**src/rtl/branch_verify_if.sv**
```systemverilog
// Shared branch-verify types and the EX-to-verify handshake bundle.
// The package lives here so it compiles ahead of both the interface and the design.
package bv_pkg;
   typedef logic [31:0] virt_t;

   typedef struct packed {
      logic ex;
      logic eret;
      logic tlb_op;
   } pipeline_flush_t;

   typedef struct packed {
      logic  valid;
      logic  br_op;
      logic  br_taken;
      virt_t target;
   } predict_result_t;

   typedef struct packed {
      logic [1:0] cnt;
      logic [9:0] hist;
   } BHT_entry_t;

   typedef struct packed {
      virt_t      pc;
      logic [2:0] br_type;
      logic       ready;
      logic       predict_sucess;
      logic       is_taken;
      virt_t      correct_target;
      BHT_entry_t predict_entry;
   } verify_result_t;
endpackage

interface branch_verify_if #(parameter int CNT_W = 32);
   import bv_pkg::*;

   pipeline_flush_t  pipeline_flush;
   logic             es_fire;
   virt_t            es_pc;
   logic [2:0]       es_br_type;
   logic             es_br_taken;
   virt_t            es_br_target;
   predict_result_t  es_pred;
   BHT_entry_t       es_pred_entry;
   logic             ds_fire;
   logic             fs_redirect_ack;
   verify_result_t   es_to_bpu_bus;
   logic             correct_finish;
   logic [CNT_W-1:0] br_cnt;
   logic [CNT_W-1:0] miss_cnt;

   modport master (
      output pipeline_flush, es_fire, es_pc, es_br_type, es_br_taken,
      output es_br_target, es_pred, es_pred_entry, ds_fire, fs_redirect_ack,
      input  es_to_bpu_bus, correct_finish, br_cnt, miss_cnt
   );

   modport slave (
      input  pipeline_flush, es_fire, es_pc, es_br_type, es_br_taken,
      input  es_br_target, es_pred, es_pred_entry, ds_fire, fs_redirect_ack,
      output es_to_bpu_bus, correct_finish, br_cnt, miss_cnt
   );
endinterface

```
**src/rtl/branch_verify.sv**
```systemverilog
// Resolves branches in EX against their fetch-time prediction, reports to the
// BPU one cycle later and tracks the misprediction correction sequence.
module branch_verify
   import bv_pkg::*;
#(
   parameter int CNT_W = 32
) (
   input logic             clk,
   input logic             resetn,
   branch_verify_if.slave  bv
);

   typedef enum logic [1:0] {
      IDLE     = 2'd0,
      WAIT_DS  = 2'd1,
      REDIRECT = 2'd2
   } state_e;

   state_e           state_q, state_d;
   verify_result_t   bus_q, bus_d;
   logic             cf_q, cf_d;
   logic [CNT_W-1:0] br_cnt_q, br_cnt_d;
   logic [CNT_W-1:0] miss_cnt_q, miss_cnt_d;

   logic  flush, br_fire, pred_taken, pred_ok;
   virt_t seq_pc, act_tgt, pred_tgt;

   assign flush = bv.pipeline_flush.ex | bv.pipeline_flush.eret
                | bv.pipeline_flush.tlb_op;

   // Only branches on the correct path (IDLE) are verified.
   assign br_fire = bv.es_fire && (bv.es_br_type != 3'd0)
                 && (state_q == IDLE) && !flush;

   assign seq_pc     = bv.es_pc + 32'd8;
   assign act_tgt    = bv.es_br_taken ? bv.es_br_target : seq_pc;
   assign pred_taken = bv.es_pred.valid && bv.es_pred.br_op
                    && bv.es_pred.br_taken;
   assign pred_tgt   = pred_taken ? bv.es_pred.target : seq_pc;
   assign pred_ok    = (pred_taken == bv.es_br_taken)
                    && (!bv.es_br_taken || pred_tgt == bv.es_br_target);

   always_comb begin
      state_d    = state_q;
      cf_d       = 1'b0;
      bus_d      = bus_q;
      bus_d.ready = 1'b0;
      br_cnt_d   = br_cnt_q;
      miss_cnt_d = miss_cnt_q;

      if (br_fire) begin
         bus_d.pc             = bv.es_pc;
         bus_d.br_type        = bv.es_br_type;
         bus_d.ready          = 1'b1;
         bus_d.predict_sucess = pred_ok;
         bus_d.is_taken       = bv.es_br_taken;
         bus_d.correct_target = act_tgt;
         bus_d.predict_entry  = bv.es_pred_entry;
         if (!(&br_cnt_q))
            br_cnt_d = br_cnt_q + CNT_W'(1);
         if (!pred_ok && !(&miss_cnt_q))
            miss_cnt_d = miss_cnt_q + CNT_W'(1);
      end

      unique case (state_q)
         IDLE:     if (br_fire && !pred_ok) state_d = WAIT_DS;
         WAIT_DS:  if (bv.ds_fire) state_d = REDIRECT;
         REDIRECT: if (bv.fs_redirect_ack) begin
            state_d = IDLE;
            cf_d    = 1'b1;
         end
         default:  state_d = IDLE;
      endcase

      if (flush) begin
         state_d = IDLE;
         cf_d    = 1'b0;
      end
   end

   always_ff @(posedge clk or negedge resetn) begin
      if (!resetn) begin
         state_q    <= IDLE;
         bus_q      <= '0;
         cf_q       <= 1'b0;
         br_cnt_q   <= '0;
         miss_cnt_q <= '0;
      end else begin
         state_q    <= state_d;
         bus_q      <= bus_d;
         cf_q       <= cf_d;
         br_cnt_q   <= br_cnt_d;
         miss_cnt_q <= miss_cnt_d;
      end
   end

   assign bv.es_to_bpu_bus  = bus_q;
   assign bv.correct_finish = cf_q;
   assign bv.br_cnt         = br_cnt_q;
   assign bv.miss_cnt       = miss_cnt_q;

endmodule

```
**src/flat_wrapper.sv**
```systemverilog
// flat-port wrapper written by rule: the top's interface ports become plain ports
module branch_verify_flat import bv_pkg::*;
#(
   parameter int CNT_W = 32
)
  (clk, resetn, bv_pipeline_flush, bv_es_fire, bv_es_pc, bv_es_br_type, bv_es_br_taken, bv_es_br_target, bv_es_pred, bv_es_pred_entry, bv_ds_fire, bv_fs_redirect_ack, bv_es_to_bpu_bus, bv_correct_finish, bv_br_cnt, bv_miss_cnt);
  branch_verify_if #(.CNT_W(CNT_W)) bv_i ();
  input logic clk;
  input logic resetn;
  input wire logic [$bits(bv_i.pipeline_flush)-1:0] bv_pipeline_flush;
  input wire logic [$bits(bv_i.es_fire)-1:0] bv_es_fire;
  input wire logic [$bits(bv_i.es_pc)-1:0] bv_es_pc;
  input wire logic [$bits(bv_i.es_br_type)-1:0] bv_es_br_type;
  input wire logic [$bits(bv_i.es_br_taken)-1:0] bv_es_br_taken;
  input wire logic [$bits(bv_i.es_br_target)-1:0] bv_es_br_target;
  input wire logic [$bits(bv_i.es_pred)-1:0] bv_es_pred;
  input wire logic [$bits(bv_i.es_pred_entry)-1:0] bv_es_pred_entry;
  input wire logic [$bits(bv_i.ds_fire)-1:0] bv_ds_fire;
  input wire logic [$bits(bv_i.fs_redirect_ack)-1:0] bv_fs_redirect_ack;
  output wire logic [$bits(bv_i.es_to_bpu_bus)-1:0] bv_es_to_bpu_bus;
  output wire logic [$bits(bv_i.correct_finish)-1:0] bv_correct_finish;
  output wire logic [$bits(bv_i.br_cnt)-1:0] bv_br_cnt;
  output wire logic [$bits(bv_i.miss_cnt)-1:0] bv_miss_cnt;
  assign bv_i.pipeline_flush = bv_pipeline_flush;
  assign bv_i.es_fire = bv_es_fire;
  assign bv_i.es_pc = bv_es_pc;
  assign bv_i.es_br_type = bv_es_br_type;
  assign bv_i.es_br_taken = bv_es_br_taken;
  assign bv_i.es_br_target = bv_es_br_target;
  assign bv_i.es_pred = bv_es_pred;
  assign bv_i.es_pred_entry = bv_es_pred_entry;
  assign bv_i.ds_fire = bv_ds_fire;
  assign bv_i.fs_redirect_ack = bv_fs_redirect_ack;
  assign bv_es_to_bpu_bus = bv_i.es_to_bpu_bus;
  assign bv_correct_finish = bv_i.correct_finish;
  assign bv_br_cnt = bv_i.br_cnt;
  assign bv_miss_cnt = bv_i.miss_cnt;
  branch_verify #(.CNT_W(CNT_W)) u_core (.clk(clk), .resetn(resetn), .bv(bv_i));
endmodule
```
**config.mk**
```make
export PLATFORM = sky130hd
export DESIGN_NAME = branch_verify_flat
export DESIGN_NICKNAME = d
export VERILOG_FILES = /design/src/rtl/branch_verify_if.sv /design/src/rtl/branch_verify.sv /design/src/flat_wrapper.sv
export SDC_FILE = /design/constraint.sdc
export NUM_CORES = 1
export LEC_CHECK = 0
export CORE_ASPECT_RATIO = 0.6
export CORE_MARGIN = 2
export CORE_UTILIZATION = 47
export CTS_BUF_LIST = sky130_fd_sc_hd__clkbuf_4
export CTS_CLUSTER_DIAMETER = 120
export DETAILED_ROUTE_END_ITERATION = 8
export GPL_ROUTABILITY_DRIVEN = 0
export GPL_TIMING_DRIVEN = 0
export PLACE_DENSITY = 0.83
export REMOVE_ABC_BUFFERS = 1
export SETUP_SLACK_MARGIN = 0.05
export SYNTH_ARGS = -nofsm -noshare
export SYNTH_HDL_FRONTEND = slang
export SYNTH_SLANG_ARGS = --single-unit
```
**constraint.sdc**
```tcl
create_clock -name clk -period 2.87 [get_ports clk]
set_input_delay 0.574 -clock clk [delete_from_list [all_inputs] [get_ports clk]]
set_output_delay 0.574 -clock clk [all_outputs]
set_load 0.01 [all_outputs]
```
==> metrics.txt, run 1 <==
Seq cells post-synth=149; core area=16350 um2; initial antenna violation count=1; DRC=0; post-layout util=0.7196; Core Rows=36; Reg clk slew, reported paths=0.16 ns; # setup viols final=1; slew at the pin closest to its max-slew limit=1.013 ns; hold_sp=bv_es_pc[3]; Area contributors post-synth=dfrtp_1 47%, nand2_1 9.8%, xor2_1 6.5%, xnor2_1 4.8%, o21ai_0 2.7%; Final min period=2.898 ns; CP Launch Point=bv_es_pred[32]; clk root buf=clkbuf_4; Crit path max-delay family=simple AND/OR/NAND/NOR gates; Worst R2R Start=u_core.bv.miss_cnt[3]; worst min path class=primary input to flop; CP Capture Type=flop; Pre-antenna DRT Iters=5; share of layout cells above drive strength 1=0.1282; Worst Setup Start Kind=primary input; Synth Cell Area=7928 um2; Fin Clk Skew=0.03453 ns; Worst Path Arrival=3.35 ns; Final Cell Area=11770 um2; biggest area consumer among synthesized cells=dfrtp_1; io pins=270; post-synthesis sequential area ratio=0.4703; Initial Utilization=0.4848; DR iter-0 viols=788; Syn Inst Count=884; reg-to-reg slack, setup=0.19 ns; Post-DP Area=10810 um2; CP Cell Sequence=clkdlybuf4s50_1 > nand3_4 > nor3_1 > nand4_1 > nor4_2 > nand4_1 > buf_6 > o21ai_4 > buf_12 > nor2_2 > mux2_4; result of the run=finished, violations left; number of port buffers=269; ys async rst share=1.000; total number of yosys warnings=0; H-tree Lvls=4; CP bufs+invs=3; DPL Wire Length=18570 um; RSZ-0062 raised after global routing=yes; share of the synthesized area in the top cell type=0.4703; CTS Sinks=149; routed vias/inst=5.532; Post-synth EDFFs=0; number of library cell types mapped by synthesis=62; Worst VDD drop=290.0 uV; power per cell area=479.1 nW/um2; required time of the critical path=3.32 ns; failing checks=negative setup slack; Slew Limit Fails=0; worst setup path class=primary input to flop; CP dominant cell by count=nand4_1; setup ws final=-0.02802 ns; die area=17960 um2; filler cell count=1262; Avg Cell Area, Syn=8.968 um2; drt wl/cell=19.87 um; CTS tree=yes; gr usage total=0.3036; max_cap viols=0; f_max=0.3451 GHz; worst skew pair latency=0.55 ns; first-pass GRT wire length=41720 um; Crit path largest cell delay=0.52 ns; Critical-path top delay cell=clkdlybuf4s50_1; final-stage net count=1299; vias in the first global route=7453; via count=7833; grt ovf=0; final antenna-violating net count=0; pin count of the biggest net entering global routing=96; clk buf depth=2; CTS Buf Count=17; critical-path maximum fanout=16; top_reg_cell synth=dfrtp_1; Pleak=5.248 nW; Routed WL=28140 um; Final Hold Viols=0; Die X=171.7 um; die height=104.6 um; layout overhead on the synthesized area=48.42%; fin crit share=1.010; normalized max-slew margin=0.3183
-- cell usage in the layout (no fill, tap or decap), types with 7 or more instances in the layout --
cell / synthesis / layout
nor4_2: 3 / 8
clkbuf_4: 0 / 18
dfrtp_1: 149 / 149
clkdlybuf4s50_1: 0 / 244
xor2_1: 59 / 59
and3_1: 17 / 16
or4_1: 10 / 10
nor3_1: 17 / 15
nand4_1: 33 / 33
inv_1: 24 / 24
xnor2_1: 43 / 42
mux2i_1: 11 / 10
buf_2: 5 / 7
nor2_1: 48 / 45
a21oi_1: 33 / 33
o21ai_0: 43 / 43
nand2b_1: 13 / 12
nand3_1: 34 / 32
nand2_1: 206 / 204
buf_4: 2 / 29
-- synthesized netlist by cell type (17+ instances only) --
cell	number
nand2_1	206
nor3_1	17
nor2_1	48
nand4_1	33
xnor2_1	43
a21oi_1	33
inv_1	24
clkbuf_1	34
dfrtp_1	149
o21ai_0	43
nand3_1	34
and3_1	17
xor2_1	59
-- layout make-up --
cell class                      count  area, um2  share of cell area
Timing Repair inverter              2      20.02            0.001701
Tap cell                          228      285.3             0.02425
Timing Repair Buffer              308       3075              0.2614
Antenna cell                        2      5.005           0.0004254
Clock buffer                       17      127.6             0.01085
Sequential cell                   149       3729              0.3169
Inverter                           25      120.1             0.01021
Multi-Input combinational cell    670       4219              0.3586
Clock inverter                     15      185.2             0.01574
-- what timing repair did --
action                     CTS  global route
hold buffers                 1             0
setup buffers               15            16
pin swaps                   13            21
setup endpoints to repair  109            38
gates resized for setup     92            41
hold endpoints to repair    54             0
gates cloned                 5             3
-- flip-flops by register name, indices dropped and copies added, names as in the netlist --
name	count
u_core.bv.correct_finish	1
u_core.state_q	2
u_core.bv.br_cnt	32
u_core.bv.es_to_bpu_bus	82
u_core.bv.miss_cnt	32
-- report_power, final --
part	switching, W	leakage [nW]	internal (W)	total [W]
registers	0.000188	1.93	0.00238	0.00256
clock network	0.000925	0.166	0.000561	0.00149
logic	0.000731	3.15	0.000856	0.00159
total	0.00184	5.25	0.00379	0.00564
-- cells by family (layout without fill, tap and decap cells) --
group / after synthesis / after routing / share of synthesized area
DFF: 149 / 149 / 0.4703
buffers and inverters: 68 / 367 / 0.03583
and+or+nand+nor: 434 / 436 / 0.2700
xor gates and xnor gates: 104 / 104 / 0.1176
muxes: 14 / 14 / 0.01862
other: 0 / 2 / 0
adders and majority gates: 3 / 3 / 0.004735
AOI/OAI and AO/OA: 112 / 113 / 0.08286
-- stage by stage --
step                      hold WS, ns  setup slack (ns)  std cells   TNS, ns  power [W]
after floorplan                0.2784            -2.349        841   -153.41   0.003101
after global placement         0.4564            -4.969       1338  -1209.45   0.004083
after detailed placement       0.4616            -2.504       1342   -161.73   0.004123
after CTS                      0.2787           0.03325       1395         0   0.005631
after global routing           0.2704          -0.03266       1416  -0.03266   0.005914
final                          0.3074          -0.02802       1416  -0.02802   0.005637
-- worst reg2reg max path: stages (launching register included) --
cell and delay [ns]:
dfrtp_1 0.44, nand3_1 0.16, nor2_1 0.21, and3_1 0.26
nand4_1 0.21, nor3_4 0.24, nand2b_1 0.20, or2_2 0.44
and3_1 0.24, xnor2_1 0.17
-- layer usage --
| metal | global-route usage | vias to the layer above | routed length, um |
|---|---|---|---|
| met1 | 0.4327 | 3797 | 12340 |
| met2 | 0.4575 | 371 | 12530 |
| met4 | 0.07688 | 0 | 442 |
| li1 | - | 3630 | - |
| met3 | 0.08333 | 35 | 2821 |
| met5 | 0 | - | 0 |
-- final timing paths --
kind,cells after the start,end
max reg2reg,9,u_core.bv.miss_cnt[18]
min in group asynchronous,2,u_core.bv.br_cnt[6]
max in group asynchronous,3,u_core.bv.miss_cnt[30]
min,3,u_core.bv.es_to_bpu_bus[53]
max,11,u_core.bv.miss_cnt[1]
min reg2reg,2,u_core.bv.es_to_bpu_bus[79]
Power figures use the tool's default switching activity.
==> run 2: changes to the inputs <==
- GPL_TIMING_DRIVEN: 0 -> 1
==> run 2 against run 1 <==
The run now ends clean. Setup slack improved by 0.089 ns. Register-to-register slack improved by 0.06 ns. Largest power group unchanged. Total power decreased by 0.88%. Highest routed layer is now met5. First-iteration DRC count shrank 17%. Clock power shrank 7%. Flip-flop and latch count unchanged. Routed wire length shrank 1.9%. Sequential power about the same. Critical path depth rose by 2. Clock-buffer cell count unchanged. Final cell count increased by 6.4%.
==> metrics.txt, run 2 (synthesis results as in run 1) <==
critical-path maximum fanout=7; pin count of the biggest net entering global routing=95; Clock Power Share=0.247; grt met2 use=0.4564; CTS Buf Count=17; share of layout cells above drive strength 1=0.1808; Reg area=3729 um2; normalized max-slew margin=0.3862; Worst R2R Start=u_core.bv.miss_cnt[3]; clk buf depth=2; clk root buf=clkbuf_4; Pint=0.003746 W; Core Rows=36; routed vias/inst=5.419; Worst Setup Start Kind=primary input; CTS tree=yes; Die X=171.7 um; max FFs per register=82; worst min path class=primary input to flop; grt ovf=0; worst skew pair latency=0.59 ns; Pre-antenna DRT Iters=5; layout overhead on the synthesized area=54.81%; CP Launch Point=bv_es_pc[17]; io pins=270; DP Worst Slack=-0.8540 ns; result of the run=finished clean; Worst VDD drop=334.9 uV; first-pass GRT wire length=42350 um; worst setup path class=primary input to flop; setup ws final=0.06102 ns; initial antenna violation count=2; Pleak=5.626 nW; Combinational Power Share=0.293; die area=17960 um2; met1 track demand over resource=0.4251; most frequent cells in the layout=245 x clkdlybuf4s50_1, 205 x nand2_1, 149 x dfrtp_1; Final min period=2.809 ns; DRC=0; final-stage net count=1391; Total Power=0.005587 W; Crit path max-delay family=simple AND/OR/NAND/NOR gates; RSZ-0062 raised after global routing=no; Slew Limit Fails=0; CP Cell Sequence=clkdlybuf4s15_1 > nand4_1 > or4_4 > xnor2_2 > buf_4 > a211oi_2 > nor2_1 > a211o_1 > o21ai_4 > buf_12 > buf_4 > nor3b_1 > xor2_1; die height=104.6 um; Critical-path top delay cell=or4_4; vias in the first global route=7979; final antenna-violating net count=0; CTS Sinks=149; Reg clk slew, reported paths=0.15 ns; number of port buffers=269; via count=8167; gr usage total=0.3068; power per cell area=455.2 nW/um2; filler cell count=1178; Worst Path Arrival=3.26 ns; Routed WL=27600 um; drt wl/cell=18.32 um; fin crit share=0.9787; footprint of the multi-input gates=4098 um2; CP dominant cell by count=buf_4; slew at the pin closest to its max-slew limit=0.9207 ns; core area=16350 um2; CP Capture Type=flop; # setup viols final=0; Initial Utilization=0.4848; f_max=0.3560 GHz; Crit path largest cell delay=0.61 ns; max_cap viols=0; register share of total power=0.461; post-layout util=0.7506; required time of the critical path=3.32 ns; met3 Resource Use GR=0.1000; NetSw=0.001842 W; Fin Clk Skew=0.04000 ns; most common cell after layout, fill and taps aside=clkdlybuf4s50_1; DPL Wire Length=20330 um; hold_sp=bv_es_pc[10]; DR iter-0 viols=657; Final Hold Viols=0; H-tree Lvls=4; CP bufs+invs=4; switching share of power=0.3296; global route hottest layer=met2
## run 2: per-stage QoR
stage | hold WS [ns] | setup TNS [ns] | cells | cell area [um2]
2_1_floorplan | 0.2784 | -153.41 | 841 | 7737
3_3_place_gp | 0.4573 | -22.05 | 1458 | 11670
3_5_place_dp | 0.4616 | -28.57 | 1458 | 11670
4_1_cts | 0.3893 | 0 | 1500 | 12140
5_1_grt | 0.2402 | 0 | 1507 | 12270
6_report | 0.2530 | 0 | 1507 | 12270
## run 2: final timing paths
kind | endpoint | slack [ns] | cells past startpoint
worst min register to register | u_core.bv.es_to_bpu_bus[51] | 0.49 | 2
worst max-delay path | u_core.bv.miss_cnt[24] | 0.06 | 13
max in group asynchronous | u_core.bv.es_to_bpu_bus[15] | 1.47 | 3
min in group asynchronous | u_core.bv.br_cnt[4] | 0.53 | 2
worst max register to register | u_core.bv.miss_cnt[12] | 0.25 | 9
worst min-delay path | u_core.bv.es_to_bpu_bus[60] | 0.25 | 3
## run 2: worst register-to-register path, stage by stage, from the launching register on
cell,delay [ns]
dfrtp_1,0.46
nand3_1,0.16
nor2_1,0.21
and3_1,0.27
nand4_1,0.15
nor3_1,0.23
nand2b_1,0.21
or2_2,0.44
and3_1,0.23
xor2_1,0.14
## run 2: metal layers
layer,part of all wire,up-vias
li1,-,3800
met1,0.43,3943
met2,0.44,381
met3,0.11,41
met4,0.020,2
met5,0.00047,-
## run 2: repair_timing
| action | 4_1_cts | 5_1_grt |
|---|---|---|
| hold endpoints to repair | 47 | 0 |
| cloned | 1 | 1 |
| gates resized for setup | 34 | 49 |
| setup endpoints to repair | 34 | 34 |
| setup buffers | 8 | 5 |
| pin swaps | 14 | 23 |
| hold buffers | 1 | 0 |
## run 2: power by group through the flow
stage	Combinational, W	Sequential, W	Clock (W)
2_1_floorplan	0.000378	0.00272	0
3_3_place_gp	0.00158	0.00260	0
3_5_place_dp	0.00161	0.00261	0
4_1_cts	0.00162	0.00257	0.00139
5_1_grt	0.00176	0.00261	0.00149
6_report	0.00164	0.00257	0.00138
## run 2: cell type report
cell class / count / area share
inverters: 25 / 0.007646
flip-flops and latches: 149 / 0.3038
well taps: 228 / 0.02324
diodes: 1 / 0.0002039
clock inverters: 15 / 0.01315
multi-input cells: 667 / 0.3339
repair buffers: 405 / 0.3077
clock buffers: 17 / 0.01040
